--- src/rtl/ddr5_req_queue.sv ---
// Trace-driven DDR5 request queue: decodes addresses at enqueue, head visible one cycle after accept.
// Backpressure: in_ready drops when full or when the request's cycle is still in the future.
module ddr5_req_queue #(
  parameter int DEPTH    = 16,
  parameter int ADDR_W   = 34,
  parameter int NUM_CH   = 2,
  parameter int FAST_FWD = 1,
  parameter int CYC_W    = 64,
  localparam int COL_W   = (NUM_CH == 2) ? 10 : 11,
  localparam int ROW_W   = ADDR_W - 18,
  localparam int CNT_W   = $clog2(DEPTH + 1)
) (
  input  logic              clock,
  input  logic              reset,
  input  logic              in_valid,
  output logic              in_ready,
  input  logic [CYC_W-1:0]  in_cycle,
  input  logic [3:0]        in_core,
  input  logic [1:0]        in_op,
  input  logic [ADDR_W-1:0] in_addr,
  output logic              out_valid,
  input  logic              out_ready,
  output logic [CYC_W-1:0]  out_cycle,
  output logic [3:0]        out_core,
  output logic [1:0]        out_op,
  output logic [ROW_W-1:0]  out_row,
  output logic [COL_W-1:0]  out_col,
  output logic [1:0]        out_bank,
  output logic [2:0]        out_bg,
  output logic              out_channel,
  output logic [CNT_W-1:0]  count,
  output logic [CYC_W-1:0]  now,
  output logic              err_op
);

  localparam int PTR_W = $clog2(DEPTH);

  typedef struct packed {
    logic [CYC_W-1:0] cycle;
    logic [3:0]       core;
    logic [1:0]       op;
    logic [ROW_W-1:0] row;
    logic [COL_W-1:0] col;
    logic [1:0]       bank;
    logic [2:0]       bg;
    logic             channel;
  } entry_t;

  entry_t           mem [DEPTH];
  entry_t           wr_ent;
  entry_t           head;
  logic [PTR_W-1:0] wr_ptr;
  logic [PTR_W-1:0] rd_ptr;
  logic             accept;
  logic             push;
  logic             pop;
  logic             ff_go;
  logic [CYC_W:0]   now_p1;

  function automatic logic [PTR_W-1:0] ptr_inc(input logic [PTR_W-1:0] p);
    return (p == PTR_W'(DEPTH - 1)) ? '0 : p + 1'b1;
  endfunction

  // Column takes addr[6] in place of the channel bit on single-channel parts
  always_comb begin
    wr_ent       = '0;
    wr_ent.cycle = in_cycle;
    wr_ent.core  = in_core;
    wr_ent.op    = in_op;
    wr_ent.row   = in_addr[ADDR_W-1:18];
    wr_ent.bank  = in_addr[11:10];
    wr_ent.bg    = in_addr[9:7];
    if (NUM_CH == 2) begin
      wr_ent.col     = COL_W'({in_addr[17:12], in_addr[5:2]});
      wr_ent.channel = in_addr[6];
    end else begin
      wr_ent.col     = COL_W'({in_addr[17:12], in_addr[6], in_addr[5:2]});
      wr_ent.channel = 1'b0;
    end
  end

  assign in_ready  = !reset && (count < CNT_W'(DEPTH)) && (in_cycle <= now);
  assign accept    = in_valid && in_ready;
  assign push      = accept && (in_op != 2'd3);
  assign out_valid = (count != '0);
  assign pop       = out_valid && out_ready;

  // Widened so the compare stays correct when now is at all-ones
  assign now_p1 = {1'b0, now} + 1'b1;
  assign ff_go  = (FAST_FWD != 0) && (count == '0) && in_valid && ({1'b0, in_cycle} > now_p1);

  assign head        = mem[rd_ptr];
  assign out_cycle   = head.cycle;
  assign out_core    = head.core;
  assign out_op      = head.op;
  assign out_row     = head.row;
  assign out_col     = head.col;
  assign out_bank    = head.bank;
  assign out_bg      = head.bg;
  assign out_channel = head.channel;

  always_ff @(posedge clock) begin
    if (reset) begin
      now    <= '0;
      count  <= '0;
      wr_ptr <= '0;
      rd_ptr <= '0;
      err_op <= 1'b0;
    end else begin
      err_op <= accept && (in_op == 2'd3);
      if (push) wr_ptr <= ptr_inc(wr_ptr);
      if (pop)  rd_ptr <= ptr_inc(rd_ptr);
      if (push && !pop)      count <= count + 1'b1;
      else if (pop && !push) count <= count - 1'b1;
      if (ff_go)             now <= in_cycle;
      else if (now != '1)    now <= now + 1'b1;
    end
  end

  always_ff @(posedge clock) begin
    if (push) mem[wr_ptr] <= wr_ent;
  end

endmodule

--- config.mk ---
export PLATFORM = sky130hd
export DESIGN_NAME = ddr5_req_queue
export DESIGN_NICKNAME = d
export VERILOG_FILES = /design/src/rtl/ddr5_req_queue.sv
export SDC_FILE = /design/constraint.sdc
export NUM_CORES = 2
export LEC_CHECK = 0
export ABC_AREA = 1
export ABC_CLOCK_PERIOD_IN_PS = 22700
export CORE_AREA = 2 2 484 390
export DETAILED_ROUTE_END_ITERATION = 10
export DIE_AREA = 0 0 486 392
export GPL_ROUTABILITY_DRIVEN = 0
export SYNTH_ARGS = -nofsm -noshare
export SYNTH_HDL_FRONTEND = slang
export SYNTH_SLANG_ARGS = --single-unit
--- constraint.sdc ---
create_clock -name clock -period 22.7 [get_ports clock]
set_input_delay 4.54 -clock clock [delete_from_list [all_inputs] [get_ports clock]]
set_output_delay 4.54 -clock clock [all_outputs]
set_load 0.02 [all_outputs]
==> impl_summary.md <==
Layout
The layout-stage area growth over the synthesis result is 14.6%. The net count of the finished layout is approximately 6200. The utilization of the core after routing is 0.454.

The ratio of cells with drive above 1 in the final layout is 0.0626.

GRT
The first global-routing pass estimated between 300000 and 400000 um of wire. The via count of the first global-routing pass is about 45000. After global routing the overflow that remains totals 0.

The maximum number of pins on one net before global-route repair is between 150 and 200. Across every metal layer, demand over resource in global routing totals 0.214. The number of antenna violations at the first check in global routing is 19.

Clocking
The number of buffers inserted during clock tree synthesis is approximately 170. The clock sink count is 1714. The number of H-tree branching levels is 4.

The clock tree buffer depth is 3. In this run the post-CTS setup repair buffer count came out at 0. The post-cts gate resize count is 0. The cell chosen for the clock root is sky130_fd_sc_hd__clkbuf_16. The CTS tree is yes. Buffers inserted to repair hold after CTS numbered 0. The clock-pin slew reported for the worst setup and hold paths after clock tree synthesis is 0.06 ns. The later pin in the worst-skew pair is clocked with a latency of around 0.83 ns.

Detailed routing
In the routed layout, each cell is associated on average with a via count of 5.45. The detailed-router iteration count before antenna repair is 8. The count of nets left with antenna violations once routing finished came out at 0. The routed length per placed instance is approximately 24 um. The DRC violations left is 0. For this block, the initial DRC count from the detailed router was 5357. For this block, the routed nets add up to roughly 210000 um of wire. Across all layers, the routed design uses between 40000 and 50000 vias.

Floorplanning
The die height is between 300 and 400 um. The starting utilization of the core area is 0.397. In this run the standard cell core region covers 0.186 mm^2. The total I/O pin count is 282.

The die outline area is about 0.19 mm^2. The number of rows in the core area is 142. The floorplan step set the die width to 486 um.

Setup path
The critical path is of the in -> out type. The depth of the most critical reg-to-reg path is 14. The startpoint of the worst register-to-register path is now[44]$_SDFFE_PP0P_.

The maximum fanout along the worst path is 19. The worst register-to-register path has a setup slack of roughly 16 ns. The required time of the worst setup path is 18.16 ns. The endpoint identified for the worst register-to-register timing path is mem[6][3]$_DFFE_PP_. The arrival time reported for the critical path endpoint is approximately 8.8 ns.

The worst setup path is launched from an input pin. STA classifies the critical path endpoint as an output port. The most critical setup path has its startpoint at in_cycle[61].

Synthesis
Synthesis produced roughly 5800 cells. The most used flip-flop cell after synthesis is sky130_fd_sc_hd__edfxtp_1. The share of the yosys chip area belonging to registers is 0.687. The number of different library cells used by synthesis comes to 45. The biggest area contributor in the post-synthesis netlist is sky130_fd_sc_hd__edfxtp_1.

The synthesized design contains approximately 1700 register bits. The area share of the largest cell type after synthesis is 0.664. The area of the mapped netlist is ~0.074 mm^2. In the post-synthesis netlist, the biggest area contributors are sky130_fd_sc_hd__edfxtp_1 66%, sky130_fd_sc_hd__mux2i_1 5.5%, sky130_fd_sc_hd__o211ai_1 4.2%, sky130_fd_sc_hd__o21ai_0 3.3%, sky130_fd_sc_hd__inv_1 3.2%.

Of all flip-flops after synthesis, the portion carrying an async set or reset was 0. Synthesis produced a netlist with a net count of roughly 6000. The number of enable flip-flop cells after synthesis is roughly 1600. The average footprint of a synthesized cell is 12.7 um^2. The total of warnings raised by yosys is 0.

Timing
Setup violations remaining at the end of the flow were counted as 0. The clock arrives with around 0.06 ns of skew. Dividing the final minimum period by the clock period gives 0.587. The worst slew margin relative to its limit is 0.202. The shortest clock period the worst path allows after layout is roughly 13 ns. Setup repair after global routing left no endpoint under its margin. Derived from the worst setup path, the maximum achievable clock frequency is approximately 0.075 GHz. The final number of max-transition violations is 0.

At the pin with the least slew margin, the transition time is about 1.2 ns. The final hold violation count is 0. The worst setup slack after layout is approximately 9.4 ns. Setup total negative slack on the finished layout was measured at 0 ns.

Place
Port buffering added about 280 buffers. The setup slack at placement is 9.35 ns. The placed wire-length estimate after detailed placement is 110000 um.

Hold path
The worst hold path cell count is 2. The worst hold path begins at rd_ptr[2]$_SDFFE_PP0P_. The type of the most critical hold path is reg -> reg.

Run status
The run finished with clean final reports.

Power
The ratio of total power to cell area is 100 mW/mm^2. In this run the static leakage power is 28.8 nW. Across the VDD grid, the largest voltage drop is a little over 0.08 mV.

Flow run
The tool flagged a number of max-cap violations equal to 0.
[worst max-delay path by stage]
stage,end,slack [ns]
final,in_ready,9.38
after global routing,in_ready,9.21
after CTS,in_ready,9.33
after detailed placement,in_ready,9.35
after global placement,in_ready,9.37
after floorplan,mem[0][0]$_DFFE_PP_,11.88
[sequential cells by signal (all words and copies together) (netlist names), named ones only]
register  cells
count         5
err_op        1
rd_ptr        4
mem        1632
wr_ptr        4
now          64
[Yosys cell counts, types with 2 or more instances]
| cell type | n |
|---|---|
| sky130_fd_sc_hd__a211oi_1 | 2 |
| sky130_fd_sc_hd__a21o_1 | 5 |
| sky130_fd_sc_hd__a21oi_1 | 476 |
| sky130_fd_sc_hd__a21oi_2 | 20 |
| sky130_fd_sc_hd__buf_1 | 36 |
| sky130_fd_sc_hd__buf_2 | 52 |
| sky130_fd_sc_hd__buf_6 | 8 |
| sky130_fd_sc_hd__clkbuf_1 | 238 |
| sky130_fd_sc_hd__dfxtp_1 | 82 |
| sky130_fd_sc_hd__edfxtp_1 | 1632 |
| sky130_fd_sc_hd__ha_1 | 138 |
| sky130_fd_sc_hd__inv_1 | 637 |
| sky130_fd_sc_hd__mux2i_1 | 408 |
| sky130_fd_sc_hd__nand2_1 | 456 |
| sky130_fd_sc_hd__nand2_2 | 3 |
| sky130_fd_sc_hd__nand2_4 | 2 |
| sky130_fd_sc_hd__nand3_1 | 299 |
| sky130_fd_sc_hd__nand3_2 | 2 |
| sky130_fd_sc_hd__nand3b_1 | 5 |
| sky130_fd_sc_hd__nand4_1 | 44 |
| sky130_fd_sc_hd__nor2_1 | 209 |
| sky130_fd_sc_hd__nor2_4 | 3 |
| sky130_fd_sc_hd__nor3_1 | 34 |
| sky130_fd_sc_hd__nor3_2 | 3 |
| sky130_fd_sc_hd__nor3b_1 | 2 |
| sky130_fd_sc_hd__nor4_1 | 10 |
| sky130_fd_sc_hd__o211ai_1 | 410 |
| sky130_fd_sc_hd__o21a_1 | 3 |
| sky130_fd_sc_hd__o21ai_0 | 486 |
| sky130_fd_sc_hd__or2_2 | 4 |
| sky130_fd_sc_hd__xor2_1 | 64 |
[placed cells by master, fill, tap and decap left out, types with 3 or more instances in the layout]
master	count
sky130_fd_sc_hd__clkbuf_16	169
sky130_fd_sc_hd__bufinv_16	9
sky130_fd_sc_hd__clkinvlp_4	3
sky130_fd_sc_hd__nand2_2	4
sky130_fd_sc_hd__mux2i_1	408
sky130_fd_sc_hd__clkbuf_1	36
sky130_fd_sc_hd__xor2_1	64
sky130_fd_sc_hd__nand3_1	299
sky130_fd_sc_hd__clkinv_16	7
sky130_fd_sc_hd__nand2_1	455
sky130_fd_sc_hd__o21a_1	3
sky130_fd_sc_hd__buf_4	72
sky130_fd_sc_hd__nor4_1	10
sky130_fd_sc_hd__a21oi_2	20
sky130_fd_sc_hd__edfxtp_1	1632
sky130_fd_sc_hd__o21ai_0	486
sky130_fd_sc_hd__clkinv_1	36
sky130_fd_sc_hd__clkinv_8	3
sky130_fd_sc_hd__o211ai_1	410
sky130_fd_sc_hd__diode_2	3
sky130_fd_sc_hd__a21o_1	5
sky130_fd_sc_hd__buf_12	10
sky130_fd_sc_hd__inv_6	5
sky130_fd_sc_hd__nand3b_1	5
sky130_fd_sc_hd__clkdlybuf4s50_1	279
sky130_fd_sc_hd__nor3_2	3
sky130_fd_sc_hd__clkinv_2	32
sky130_fd_sc_hd__inv_1	634
sky130_fd_sc_hd__nand4_1	44
sky130_fd_sc_hd__ha_1	138
sky130_fd_sc_hd__nor3_1	34
sky130_fd_sc_hd__inv_16	4
sky130_fd_sc_hd__a21oi_1	476
sky130_fd_sc_hd__dfxtp_4	4
sky130_fd_sc_hd__nor2_4	19
sky130_fd_sc_hd__or2_2	4
sky130_fd_sc_hd__dfxtp_1	78
sky130_fd_sc_hd__nor2_1	193
[layout make-up]
cell class | instances | area, um^2
diodes | 3 | 7.51
clock buffers | 207 | 4390
clock inverters | 100 | 983
fillers | 16412 | 102000
inverters | 639 | 2420
multi-input cells | 3100 | 19500
flip-flops and latches | 1714 | 50700
well taps | 2448 | 3060
repair buffers | 361 | 3530
[critical path, cell delays in order]
cell                              delay [ns]
sky130_fd_sc_hd__clkdlybuf4s50_1        1.01
sky130_fd_sc_hd__ha_1                   0.63
sky130_fd_sc_hd__nand4_1                0.21
sky130_fd_sc_hd__nor3_1                 0.24
sky130_fd_sc_hd__nor3b_1                0.64
sky130_fd_sc_hd__nand2_1                0.24
sky130_fd_sc_hd__a21oi_1                0.51
sky130_fd_sc_hd__clkdlybuf4s50_1        0.73
[cells by family after synthesis]
group,synth area share
AND/OR/NAND/NOR,0.0645
flip-flops,0.687
adder cells (fa/ha/maj),0.0237
multiplexers,0.0554
AO/OA/AOI/OAI,0.111
buffers and inverters,0.0512
XOR/XNOR,0.00772
[per-stage QoR]
step | hold slack (ns) | instances | area [um^2] | power (W)
6_report | 0.497 | 8572 | 84500 | 0.00848
3_3_place_gp | 0.461 | 8262 | 79100 | 0.00579
5_1_grt | 0.529 | 8570 | 84500 | 0.00888
3_5_place_dp | 0.481 | 8262 | 79100 | 0.00582
4_1_cts | 0.493 | 8569 | 84500 | 0.00855
2_1_floorplan | 0.454 | 5787 | 73800 | 0.00503
[per-layer routing]
| layer | global-route usage | part of all wire | vias to the layer above |
|---|---|---|---|
| li1 | - | - | 21513 |
| met2 | 0.332 | 0.45 | 1682 |
| met5 | 0 | 0.00043 | - |
| met3 | 0.0349 | 0.071 | 333 |
| met4 | 0.0624 | 0.026 | 12 |
| met1 | 0.309 | 0.45 | 23155 |
[where the power goes]
group / internal (W) / leakage, nW / total [W] / switching (W)
sequential: 0.00350 / 15.3 / 0.00358 / 0.0000811
clock: 0.00150 / 2.61 / 0.00274 / 0.00124
combinational: 0.000788 / 10.8 / 0.00216 / 0.00137
Note: power is estimated with default switching activity, not from simulation.
